## src/rtl/cic_adpcm_pkg.sv

```systemverilog
// Shared types and default constants for the CIC/ADPCM sequencer slice.
package cic_adpcm_pkg;

  typedef enum logic [2:0] {
    S_IDLE   = 3'd0,
    S_CLEAR  = 3'd1,
    S_WARMUP = 3'd2,
    S_RUN    = 3'd3,
    S_FLUSH  = 3'd4
  } state_t;

  localparam int DEF_DECIM      = 64;
  localparam int DEF_ADPCM_DIV  = 8;
  localparam int DEF_WARMUP     = 4;
  localparam int DEF_FIFO_DEPTH = 8;

  localparam int NIB_W  = 4;
  localparam int BYTE_W = 8;

endpackage

```

## src/rtl/cic_adpcm_fifo.sv

```systemverilog
// First-word-fall-through FIFO; a push into a full FIFO is taken only when a pop frees a slot that cycle.
module cic_adpcm_fifo #(
  parameter int WIDTH = 8,
  parameter int DEPTH = 8
) (
  input  logic             clk,
  input  logic             rst_n,
  input  logic             push,
  input  logic [WIDTH-1:0] push_data,
  input  logic             pop,
  output logic [WIDTH-1:0] pop_data,
  output logic             empty,
  output logic             push_ok
);

  localparam int AW = (DEPTH > 1) ? $clog2(DEPTH) : 1;

  logic [WIDTH-1:0] mem [DEPTH];
  logic [AW-1:0]    wr_ptr;
  logic [AW-1:0]    rd_ptr;
  logic [AW:0]      count;
  logic             full;
  logic             do_pop;
  logic             do_push;

  assign empty   = (count == '0);
  assign full    = (count == (AW+1)'(DEPTH));
  assign do_pop  = pop & ~empty;
  assign do_push = push & (~full | do_pop);
  assign push_ok = do_push;

  // Empty reads as zero so the output is defined without resetting storage
  assign pop_data = empty ? '0 : mem[rd_ptr];

  always_ff @(posedge clk or negedge rst_n) begin
    if (!rst_n) begin
      wr_ptr <= '0;
      rd_ptr <= '0;
      count  <= '0;
    end else begin
      if (do_push) wr_ptr <= wr_ptr + 1'b1;
      if (do_pop)  rd_ptr <= rd_ptr + 1'b1;
      case ({do_push, do_pop})
        2'b10:   count <= count + 1'b1;
        2'b01:   count <= count - 1'b1;
        default: count <= count;
      endcase
    end
  end

  always_ff @(posedge clk) begin
    if (do_push) mem[wr_ptr] <= push_data;
  end

endmodule

```

## src/rtl/cic_adpcm_ctrl.sv

```systemverilog
// Start-up/shut-down sequencer for the CIC + ADPCM chain: clear pulse, CIC gating,
// ADPCM tick, warm-up discard, nibble packing into a byte FIFO, stall watchdog.
module cic_adpcm_ctrl
  import cic_adpcm_pkg::*;
#(
  parameter int DECIM      = DEF_DECIM,
  parameter int ADPCM_DIV  = DEF_ADPCM_DIV,
  parameter int WARMUP     = DEF_WARMUP,
  parameter int FIFO_DEPTH = DEF_FIFO_DEPTH
) (
  input  logic                    clk,
  input  logic                    rst_n,
  input  logic                    enable,
  output logic                    cic_ce,
  output logic                    adpcm_tick,
  output logic                    adpcm_clr,
  input  logic                    enc_valid,
  input  logic signed [NIB_W-1:0] enc_pcm,
  output logic [BYTE_W-1:0]       out_data,
  output logic                    out_valid,
  input  logic                    out_ready,
  output logic                    overflow,
  output logic                    stall_err,
  output logic                    busy
);

  localparam int TW     = (ADPCM_DIV > 1) ? $clog2(ADPCM_DIV) : 1;
  localparam int WU_W   = $clog2(WARMUP + 2);
  localparam int WD_MAX = 2 * DECIM;
  localparam int WD_W   = $clog2(WD_MAX + 1);

  state_t                  state;
  state_t                  state_nxt;
  logic [TW-1:0]           tick_cnt;
  logic [WU_W-1:0]         wu_cnt;
  logic [WD_W-1:0]         wd_cnt;
  logic                    pending;
  logic signed [NIB_W-1:0] low_nib;
  logic                    wu_last;
  logic                    code_run;
  logic                    push_req;
  logic [BYTE_W-1:0]       push_byte;
  logic                    push_ok;
  logic                    fifo_empty;

  assign wu_last    = (wu_cnt == WU_W'(WARMUP - 1));
  assign code_run   = (state == S_RUN) && enc_valid;
  assign adpcm_tick = cic_ce && (tick_cnt == TW'(ADPCM_DIV - 1));
  assign out_valid  = ~fifo_empty;

  always_ff @(posedge clk or negedge rst_n) begin
    if (!rst_n) state <= S_IDLE;
    else        state <= state_nxt;
  end

  // CLEAR ignores enable so the predictor clear always completes
  always_comb begin
    state_nxt = state;
    cic_ce    = 1'b0;
    adpcm_clr = 1'b0;
    busy      = 1'b1;
    case (state)
      S_IDLE: begin
        busy = 1'b0;
        if (enable) state_nxt = S_CLEAR;
      end
      S_CLEAR: begin
        adpcm_clr = 1'b1;
        state_nxt = (WARMUP == 0) ? S_RUN : S_WARMUP;
      end
      S_WARMUP: begin
        cic_ce = 1'b1;
        if (!enable)                  state_nxt = S_FLUSH;
        else if (enc_valid && wu_last) state_nxt = S_RUN;
      end
      S_RUN: begin
        cic_ce = 1'b1;
        if (!enable) state_nxt = S_FLUSH;
      end
      S_FLUSH: state_nxt = S_IDLE;
      default: state_nxt = S_IDLE;
    endcase
  end

  // Second code of a pair completes a byte; an odd trailing code is zero-padded on flush
  always_comb begin
    push_req  = 1'b0;
    push_byte = '0;
    if (code_run && pending) begin
      push_req  = 1'b1;
      push_byte = {enc_pcm, low_nib};
    end else if ((state == S_FLUSH) && pending) begin
      push_req  = 1'b1;
      push_byte = {{NIB_W{1'b0}}, low_nib};
    end
  end

  always_ff @(posedge clk or negedge rst_n) begin
    if (!rst_n) begin
      tick_cnt  <= '0;
      wu_cnt    <= '0;
      wd_cnt    <= '0;
      pending   <= 1'b0;
      overflow  <= 1'b0;
      stall_err <= 1'b0;
    end else begin
      if (!cic_ce || adpcm_tick) tick_cnt <= '0;
      else                       tick_cnt <= tick_cnt + 1'b1;

      if (state == S_CLEAR)                     wu_cnt <= '0;
      else if ((state == S_WARMUP) && enc_valid) wu_cnt <= wu_cnt + 1'b1;

      if ((state == S_CLEAR) || (state == S_FLUSH)) pending <= 1'b0;
      else if (code_run)                            pending <= ~pending;

      // Held at zero outside RUN, so entering RUN starts a fresh window
      if ((state != S_RUN) || enc_valid)    wd_cnt <= '0;
      else if (wd_cnt != WD_W'(WD_MAX))     wd_cnt <= wd_cnt + 1'b1;

      if (state == S_CLEAR)
        stall_err <= 1'b0;
      else if ((state == S_RUN) && !enc_valid && (wd_cnt == WD_W'(WD_MAX - 1)))
        stall_err <= 1'b1;

      if (state == S_CLEAR)         overflow <= 1'b0;
      else if (push_req && !push_ok) overflow <= 1'b1;
    end
  end

  always_ff @(posedge clk) begin
    if (code_run && !pending) low_nib <= enc_pcm;
  end

  cic_adpcm_fifo #(
    .WIDTH (BYTE_W),
    .DEPTH (FIFO_DEPTH)
  ) u_fifo (
    .clk       (clk),
    .rst_n     (rst_n),
    .push      (push_req),
    .push_data (push_byte),
    .pop       (out_valid & out_ready),
    .pop_data  (out_data),
    .empty     (fifo_empty),
    .push_ok   (push_ok)
  );

endmodule

```

## config.mk

```make
export PLATFORM = sky130hd
export DESIGN_NAME = cic_adpcm_ctrl
export DESIGN_NICKNAME = d
export VERILOG_FILES = /design/src/rtl/cic_adpcm_pkg.sv /design/src/rtl/cic_adpcm_fifo.sv /design/src/rtl/cic_adpcm_ctrl.sv
export SDC_FILE = /design/constraint.sdc
export NUM_CORES = 1
export LEC_CHECK = 0
export CAP_MARGIN = 30
export CORE_ASPECT_RATIO = 0.9
export CORE_MARGIN = 8
export CORE_UTILIZATION = 40
export CTS_CLUSTER_SIZE = 28
export DETAILED_ROUTE_END_ITERATION = 10
export PLACE_DENSITY_LB_ADDON = 0.08
export SETUP_SLACK_MARGIN = 0.3
export SYNTH_ARGS = -nofsm -noshare
export SYNTH_HDL_FRONTEND = slang
export SYNTH_SLANG_ARGS = --single-unit
```

## constraint.sdc

```tcl
create_clock -name clk -period 3.6 [get_ports clk]
set_clock_uncertainty 0.15 [all_clocks]
set_input_delay 0.72 -clock clk [delete_from_list [all_inputs] [get_ports clk]]
set_output_delay 0.72 -clock clk [all_outputs]
set_load 0.05 [all_outputs]
```

==> run_results.csv <==
group,metric,value,unit
clock_tree,numCtsBuffers,9,
clock_tree,clkSinkCount,98,
route,drc,0,
flow_run,drv_cap,0,
timing,setup_slack,0.458,ns
place,routabilityCongestion,0.778,
route,drtAntennaViolNets,0,
global_routing,grt_pass1_vias,2561,
clock_tree,post-cts-setup-buffers,0,
critical_path,crit_path_top_delay_cell,"clkdlybuf4s50_1",
timing,tns,0,ns
floorplanning,coreArea,10800,um2
critical_path,crit_family,"buffers and inverters",
timing,hold_viol,0,
critical_path,crit_fanout,13,
clock_tree,clk_pin_slew,0.06,ns
outcome,status,"complete, no violations",
critical_path,worst_ep_arrival_time,2.27,ns
critical_path,startpoint_type,"flip-flop",
pwr,p_switching,1.30,mW
pwr,p_sw_frac,0.363,
critical_path,cp.required,2.73,ns
place,place_ws,0.206,ns
route,firstDrtPassIters,6,
global_routing,overflow,0,
floorplanning,start_util,0.407,
floorplanning,fp.dieH,115,um
final_layout,nets,343,
timing,slew_headroom,0.602,
synth,syn-cell-area,4380,um2
clock_tree,cts_tree,"done",
synth,ys_seq_area_frac,0.638,
timing,rsz0062_at_grt,"no",
floorplanning,die_w,126,um
floorplanning,std_cell_rows,36,
pwr,power_frac_seq,0.410,
final_layout,utilization,0.471,
route,routed_via_density,5.27,
route,drt-total-wl,8.49,mm
place,dpl.hpwl,5.79,mm
route,num_vias,2429,
timing,max_freq,318,MHz
floorplanning,boundaryPins,24,
global_routing,grt_pass1_wl,13.8,mm
timing,min_period,3.14,ns
synth,synth_edf_count,68,
timing,post-route-period-util,0.873,
final_layout,layout-drive-gt1-share,0.220,
critical_path,path_buf_inv,2,
timing,worstMarginPinSlew,0.593,ns
timing,setup_viol,0,
route,drt_iter0_drc,123,
clock_tree,cts_root_buffer,"clkbuf_16",
synth,syn_inst,290,
clock_tree,insertion_delay,0.34,ns
synth,yosysWarnings,0,
synth,async_flop_share,0.306,
synth,synth_flop_cell,"edfxtp_1",
synth,ys_seq_elements,98,
pwr,p_leak,1.74,nW
pwr,ir_drop,0.387,mV
critical_path,crit_chain,"nand2b_1 -> or2_2 -> inv_1 -> clkdlybuf4s50_1",
pwr,clkPwrFrac,0.240,
global_routing,grt_usage,0.125,
critical_path,cp_slowest_stage_delay,0.79,ns
critical_path,crit_path_end_kind,"output pin",
route,wl_per_cell,18.4,um
pwr,pwr-share-comb,0.350,
global_routing,grt_max_degree,31,
clock_tree,hold_buffers,0,
clock_tree,cts_buffer_depth,2,
timing,finalMaxSlewViolations,0,
pwr,power_density,708,nW/um2
final_layout,diodes,0,
synth,synth_cell_types,58,
final_layout,area_growth,15.8,%
place,port_buffers,23,
clock_tree,cts_resized,0,
global_routing,antenna_found_initial,0,
clock_tree,h-tree-depth,3,
min_path,hp-class,"reg2reg",
pwr,intPower,2.29,mW
critical_path,worstSetupPathType,"reg2out",
synth,syn-mean-instance-area,15.1,um2
synth,synth_nets,310,
floorplanning,dieArea,14600,um2
==> Yosys cell counts, types with 2 or more instances <==
cell | instances | area [um2]
a21oi_1 | 9 | 45.0
a22o_1 | 9 | 78.8
a2bb2oi_1 | 2 | 17.5
and2_1 | 8 | 50.1
and3_1 | 4 | 25.0
buf_1 | 2 | 7.51
buf_2 | 3 | 15.0
buf_6 | 4 | 45.0
clkbuf_1 | 6 | 22.5
dfrtp_1 | 30 | 751
edfxtp_1 | 68 | 2040
ha_1 | 11 | 138
inv_1 | 15 | 56.3
mux2_2 | 4 | 45.0
mux4_2 | 16 | 360
nand2_1 | 9 | 33.8
nand2b_1 | 5 | 31.3
nand3_1 | 6 | 30.0
nand3b_1 | 2 | 15.0
nand4bb_1 | 2 | 22.5
nor2_1 | 5 | 18.8
nor2b_1 | 2 | 12.5
nor3_1 | 7 | 35.0
nor4_1 | 5 | 31.3
nor4b_1 | 2 | 17.5
nor4bb_1 | 2 | 20.0
o2111ai_1 | 2 | 17.5
o21a_1 | 3 | 22.5
o21ai_0 | 5 | 25.0
o221ai_1 | 2 | 17.5
o22ai_1 | 3 | 18.8
or3_1 | 4 | 25.0
or4_1 | 2 | 15.0
xnor2_1 | 5 | 43.8
xor2_1 | 3 | 26.3
==> worst register-to-register path, cell delays in order (launching register included) <==
cell	delay (ns)
dfrtp_1	0.48
or3_2	0.51
o221ai_1	0.31
ha_1	0.32
or3b_2	0.47
a2111oi_0	0.39
o221ai_1	0.18
==> state kept, by name (all words and copies together), names as in the netlist, 3 cells and up <==
register / flops
u_fifo.rd_ptr: 3
u_fifo.mem: 64
wd_cnt: 8
wu_cnt: 3
u_fifo.count: 4
tick_cnt: 3
low_nib: 4
state: 3
u_fifo.wr_ptr: 3
==> power groups by stage <==
stage / Combinational, mW / Clock, mW / Sequential, mW
after global routing: 1.36 / 0.930 / 1.49
after detailed placement: 1.28 / 0 / 1.49
after floorplan: 1.06 / 0 / 1.40
after CTS: 1.28 / 0.896 / 1.47
final: 1.26 / 0.862 / 1.47
after global placement: 1.28 / 0 / 1.49
==> layer usage <==
layer | wire length [um] | GRT usage | up-vias
met3 | 348 | 0.0385 | 6
met4 | 101 | 0.0408 | 0
met1 | 3870 | 0.152 | 1198
met5 | 0 | 0 | -
li1 | - | - | 1193
met2 | 4160 | 0.209 | 32
==> cell type report <==
type | count | area (um2)
clock buffers | 10 | 229
clock inverters | 6 | 32.5
fillers | 933 | 5690
inverters | 15 | 56.3
multi-input cells | 160 | 1470
flip-flops and latches | 98 | 2790
well taps | 133 | 166
repair buffers | 39 | 330
==> cells in the final DEF, fill, tap and decap left out, drive strengths merged, types with 3 or more instances in the layout <==
| master | Yosys | layout |
|---|---|---|
| and2 | 9 | 9 |
| nor2b | 3 | 3 |
| mux4 | 16 | 16 |
| dfrtp | 30 | 30 |
| inv | 15 | 16 |
| o22ai | 3 | 3 |
| nor2 | 5 | 5 |
| xnor2 | 5 | 5 |
| nor4 | 5 | 5 |
| nand2 | 9 | 9 |
| a21oi | 9 | 9 |
| clkbuf | 7 | 10 |
| edfxtp | 68 | 68 |
| xor2 | 3 | 3 |
| mux2 | 4 | 4 |
| buf | 10 | 24 |
| and3 | 4 | 4 |
| o21a | 3 | 3 |
| nor3 | 7 | 7 |
| nand2b | 5 | 5 |
| ha | 11 | 11 |
| o21ai | 5 | 5 |
| nand3 | 6 | 6 |
| clkinv | 0 | 4 |
| a22o | 9 | 9 |
| clkdlybuf4s50 | 0 | 15 |
| or4 | 3 | 3 |
| or3 | 5 | 5 |
==> cell families after synthesis <==
| kind of cell | count (synthesis) | synth area share |
|---|---|---|
| AOI/OAI and AO/OA | 45 | 0.0740 |
| xor gates and xnor gates | 8 | 0.0160 |
| adders and majority gates | 11 | 0.0314 |
| buffers and inverters | 32 | 0.0363 |
| DFF | 98 | 0.638 |
| muxes | 21 | 0.0949 |
| and+or+nand+nor | 75 | 0.110 |
==> metrics by stage <==
step	instances	power (mW)	hold slack, ns	cell area (um2)
floorplan	290	2.46	0.265	4380
global placement	445	2.77	0.282	4810
detailed placement	445	2.78	0.278	4810
CTS	461	3.65	0.287	5070
global route	461	3.78	0.300	5070
finish	461	3.59	0.284	5070
==> final timing paths <==
check	slack [ns]	endpoint	cells past startpoint	start
max	0.46	adpcm_clr	4	state[0]
min	0.28	tick_cnt[0]	1	tick_cnt[0]
max reg2reg	0.65	u_fifo.count[3]	6	u_fifo.count[1]
min reg2reg	0.28	tick_cnt[0]	1	tick_cnt[0]
max in group asynchronous	2.40	u_fifo.rd_ptr[0]	2	rst_n
min in group asynchronous	0.62	wd_cnt[7]	2	rst_n
Note: power is estimated with default switching activity, not from simulation.
